`src/rtl/stream_config.sv`:
```
// stream_config: shared byte-stream sizing constants and helpers
package stream_config;

    localparam int BYTE_WIDTH = 8;

    // Number of stream words needed to carry width bits (ceiling division)
    function automatic int num_bytes(input int width, input int bw = BYTE_WIDTH);
        return (width + bw - 1) / bw;
    endfunction

endpackage

```
`src/rtl/byte_stream_packer.sv`:
```
// byte_stream_packer: packs a byte-serial stream, first byte most significant, into PKT_WIDTH packets
module byte_stream_packer #(
    parameter int PKT_WIDTH  = 16,
    parameter int BYTE_WIDTH = 8
) (
    input  logic                  clk,
    input  logic                  rst,
    input  logic                  byte_valid,
    output logic                  byte_ready,
    input  logic [BYTE_WIDTH-1:0] byte_in,
    input  logic                  flush,
    output logic                  pkt_valid,
    input  logic                  pkt_ready,
    output logic [PKT_WIDTH-1:0]  pkt,
    output logic                  partial
);
    import stream_config::*;

    localparam int NUM_BYTES = num_bytes(PKT_WIDTH, BYTE_WIDTH);
    localparam int SW        = NUM_BYTES * BYTE_WIDTH;
    localparam int CW        = NUM_BYTES > 1 ? $clog2(NUM_BYTES) : 1;

    typedef logic [CW-1:0] cnt_t;

    cnt_t          cnt;
    logic [SW-1:0] shift;
    logic [SW-1:0] shift_nxt;
    logic          last;
    logic          byte_acc;
    logic          pkt_acc;

    assign last       = cnt == cnt_t'(NUM_BYTES - 1);
    assign byte_ready = !rst && !flush && !(last && pkt_valid && !pkt_ready);
    assign byte_acc   = byte_valid && byte_ready;
    assign pkt_acc    = pkt_valid && pkt_ready;
    assign shift_nxt  = SW'({shift, byte_in});
    assign partial    = cnt != '0;

    // Assembly state: flush restarts the packet, each accepted byte shifts in at the low end
    always_ff @(posedge clk) begin
        if (rst || flush) begin
            cnt   <= '0;
            shift <= '0;
        end else if (byte_acc) begin
            cnt   <= last ? '0 : cnt + 1'b1;
            shift <= shift_nxt;
        end
    end

    // Output register: a completing byte loads a packet (even while the old one drains), an accept empties it
    always_ff @(posedge clk) begin
        if (rst) begin
            pkt       <= '0;
            pkt_valid <= 1'b0;
        end else if (byte_acc && last) begin
            pkt       <= PKT_WIDTH'(shift_nxt);
            pkt_valid <= 1'b1;
        end else if (pkt_acc) begin
            pkt_valid <= 1'b0;
        end
    end

endmodule

```
`config.mk`:
```
export PLATFORM = sky130hd
export DESIGN_NAME = byte_stream_packer
export DESIGN_NICKNAME = d
export VERILOG_FILES = /design/src/rtl/stream_config.sv /design/src/rtl/byte_stream_packer.sv
export SDC_FILE = /design/constraint.sdc
export NUM_CORES = 1
export LEC_CHECK = 0
export CORE_AREA = 5 5 53 55
export DETAILED_ROUTE_END_ITERATION = 6
export DIE_AREA = 0 0 58 60
export GPL_TIMING_DRIVEN = 0
export PLACE_DENSITY = 0.86
export SLEW_MARGIN = 20
export SYNTH_ARGS = -nofsm -noshare
export SYNTH_HDL_FRONTEND = slang
export SYNTH_SLANG_ARGS = --single-unit
```
`constraint.sdc`:
```
create_clock -name clk -period 3.22 [get_ports clk]
set_clock_uncertainty 0.15 [all_clocks]
set_input_delay 0.644 -clock clk [delete_from_list [all_inputs] [get_ports clk]]
set_output_delay 0.644 -clock clk [all_outputs]
set_load 0.005 [all_outputs]
```
-- Yosys cells after proc, flatten, opt, wreduce, memory -nomap -nowiden
Index checks and enable logic that the tools add are counted.
- add/subtract/negate cells: 1
- muxes and demuxes: 3
- reductions and logical operators: 13
- operator list (kind ; count):
    $logic_and A1 B1 Y1 ; 7
    $logic_not A1 Y1 ; 4
    $mux W1 ; 3
    $reduce_bool A2 Y1 ; 1
    $add A1 B1 Y1 const B ; 1
    $logic_or A1 B1 Y1 ; 1
- output and inout port bits: 19
- input port bits: 13
- word-level logic and storage cells: 21
- bits in registers: 26

-- Longest topological paths before layout
- depth after elaboration: 7
- depth in mapped cells: 6
- depth with buffers taken out: 3

-- Worst setup path before layout
No wires, ideal clock.
- path kind: input -> output
- from: in rst
- to: out byte_ready
- setup slack: 1.005 ns
- arrival: 1.421 ns
- stages on the path: 4
- path buffers: 2
- data required time: 2.426 ns
- cell sequence: buf_4 -> nor2_1 -> buf_2 -> a21boi_0
- longest elaborated chain between the ends: 3
- ends and longest elaborated chain (element ; RTL line ; text):
    from (decl) ; byte_stream_packer.sv:7 ; input logic rst,
    $logic_not A1 Y1 ; byte_stream_packer.sv:33 ; assign byte_ready = !rst && !flush && !(last && pkt_valid && !pkt_ready);
    $logic_and A1 B1 Y1 (2 in series) ; byte_stream_packer.sv:33 ;
    to (decl) ; byte_stream_packer.sv:9 ; output logic byte_ready,
No other way between the ends.

-- Worst setup path after layout
Same ends and word-level chain as after synthesis.

==> out/results.txt <==
Setup crit start - rst
Slowest cell on crit path - clkdlybuf4s50_1
Worst Path Required - 2.43 ns
Root buf cell - clkbuf_4
Async SR Flop Fraction - 0%
Starting Density - 45.8%
Ratio of cells with drive above 1 in the final layout - 9.21%
Vias - 939
EDFF count, synth - 0
Worst R2R Setup Slack - 1.58 ns
Initial antenna violation count - 0
Slowest cell delay on critical path - 0.53 ns
Ports - 32
Max-Slew Margin vs Limit - 70.6%
Worst slew pin tran - 0.441 ns
Worst-path clk slew - 0.12 ns
Die ar. - 3480 sq um
Setup CP Type - input port to output port
Status - finished clean
Hold Fails Final Rpt - 0
Dpl ws - -0.0213 ns
Synthesized instance count - 118
PnR worst setup slack - 0.110 ns
Clock Latency Late Sink - 0.31 ns
RSZ-0062 raised after global routing - false
Core area - 2340 sq um
Sequential element share of the synthesized area - 48.5%
Slew Limit Fails - 0
CTS tree - done
Critical Path AT - 2.32 ns
Syn_nets - 131
Die span in x - 58 um
Reg2reg path depth - 4
Gr ovfl total - 0
Yosys cell types - 19
Max_cap viols - 0
CTS Hold Buffers Added - 0
Main synth FF type - dfxtp_1
R2r startpoint - partial
Worst Setup EP - byte_ready
Chip Height - 60 um
Port Buffers - 31
Global-route wire length before repair - 4040 um
FMAX - 0.321 GHz
Setup Viol. Count Final - 0
ANT nets after route - 0
CP cell instances - clkdlybuf4s50_1 -> buf_4 -> nor2_2 -> buf_4 -> a21boi_1 -> clkdlybuf4s50_1
DRC violations left - 0
Clock sink total - 26
Period utilization - 96.6%
HP Class - register to register
Final Util - 62.0%
RD Place Congestion - 0.785
Largest net degree at the start of global routing - 14
Synth-to-layout area growth - 35.3%
Area share of the leading cell type in the synthesized netlist - 48.5%
Cell row count - 18
Final nets - 167
Fin crit period - 3.11 ns
Pwr/cell area - 352 nW/um^2
DRT Pass-1 Iters - 3
CP Launch Type - input port
Post-DP HPWL - 1800 um
All-Layer GR Usage - 15.3%
Post-synth top area cell - dfxtp_1
Reg2Reg Capture Point - pkt[0]
CTS Buffer Depth - 2
Leakage - 0.000571 uW
CP delay by family, top - buffers and inverters
Worst setup EP type - output port
N_diodes - 0
Crit path max fanout - 10
Worst Path Buf+Inv - 4
Wire per inst - 13.3 um
1st-iter DRT viols - 10
Peak VDD IR - 0.270 mV
Level count of the clock H-tree - 1
CP Depth - 6
Synthesized area - 1070 sq um
Vias in the first global route - 954
#FFs+latches synth - 26
Total CTS buffers - 3
Synth area leaders - dfxtp_1 48%, a21oi_1 8.4%, o21ai_0 7.9%, mux2i_1 7.5%, nand3_1 7.5%
Avg Cell Area, Syn - 9.10 sq um
Total wire length - 2420 um
Synth warn - 0
Vias per cell - 5.16
## sequential cells by signal, summed over array words and instances, names as in the netlist
| register | count |
|---|---|
| pkt | 16 |
| partial | 1 |
| pkt_valid | 1 |
| shift | 8 |
## routing by layer
layer  wire length (um)  part of all wire, %  global-route usage, %
met5                  0                    0                      0
met3                125                  5.2                   3.02
met1               1040                   43                   16.7
met2               1210                   50                   28.4
met4                 39                  1.6                   6.95
## cell usage after synthesis (all sizes together), types with 3 or more instances
cell type   n
clkbuf      3
buf         6
dfxtp      26
inv         9
a21oi      18
mux2i       8
nand3      16
nand2       8
o21ai      17
## where the power goes
part           total (uW)  internal [uW]  switching [uW]
Sequential            331            327            3.51
Combinational        49.6           27.9            21.7
Clock                 131           43.8            87.5
## placed cells by master (no fill, tap or decap), types with 2 or more instances in the layout
cell type	synthesis	routed
nand3_1	16	16
clkbuf_4	0	3
mux2i_1	8	8
nand2_1	8	8
dfxtp_1	26	26
clkbuf_1	3	2
a21oi_1	18	18
o21ai_0	17	17
buf_4	1	2
clkdlybuf4s50_1	0	31
inv_1	9	9
buf_6	3	3
## through the flow
stage               TNS, ns  total power [uW]  cell area [sq um]  cells  hold WS, ns
floorplan                 0               359               1070    118        0.288
global placement    -0.0143               385               1420    179        0.295
detailed placement  -0.0213               386               1420    179        0.303
CTS                       0               515               1450    182        0.322
global route              0               531               1450    182        0.344
finish                    0               512               1450    182        0.317
## layout make-up
class                      count  area [sq um]
timing repair buffer          31           310
sequential                    26           520
tap                           30          37.5
buffer                         9          76.3
fill                         207           890
multi-input combinational     74           452
clock buffer                   3          22.5
inverter                       9          33.8
## worst register-to-register path, stage by stage, from the launching register on
cell	delay [ns]
dfxtp_1	0.46
nand4bb_1	0.32
clkbuf_1	0.30
o21ai_0	0.20
a21oi_1	0.09
## repair_timing
action | CTS | global route
pin swaps | 0 | 0
resized for setup | 3 | 3
endpoints found under the hold margin | 0 | 0
endpoints found under the setup margin | 1 | 1
setup buffers | 0 | 0
## worst min path at each step
stage / from / endpoint / slack [ns] / depth (start not counted)
after floorplan: shift[0] / shift[0] / 0.29 / 2
after global placement: shift[0] / shift[0] / 0.29 / 2
after global routing: shift[7] / shift[7] / 0.34 / 2
final: shift[1] / shift[1] / 0.32 / 2
after CTS: shift[6] / shift[6] / 0.32 / 2
after detailed placement: shift[6] / shift[6] / 0.30 / 2
## logic make-up after synthesis
kind of cell           synth area share, %
multiplexers                          7.46
buffers and inverters                 9.91
flip-flops                            48.5
AO/OA/AOI/OAI                         19.0
AND/OR/NAND/NOR                       15.2
No activity file was read; power rests on OpenSTA's default activity.
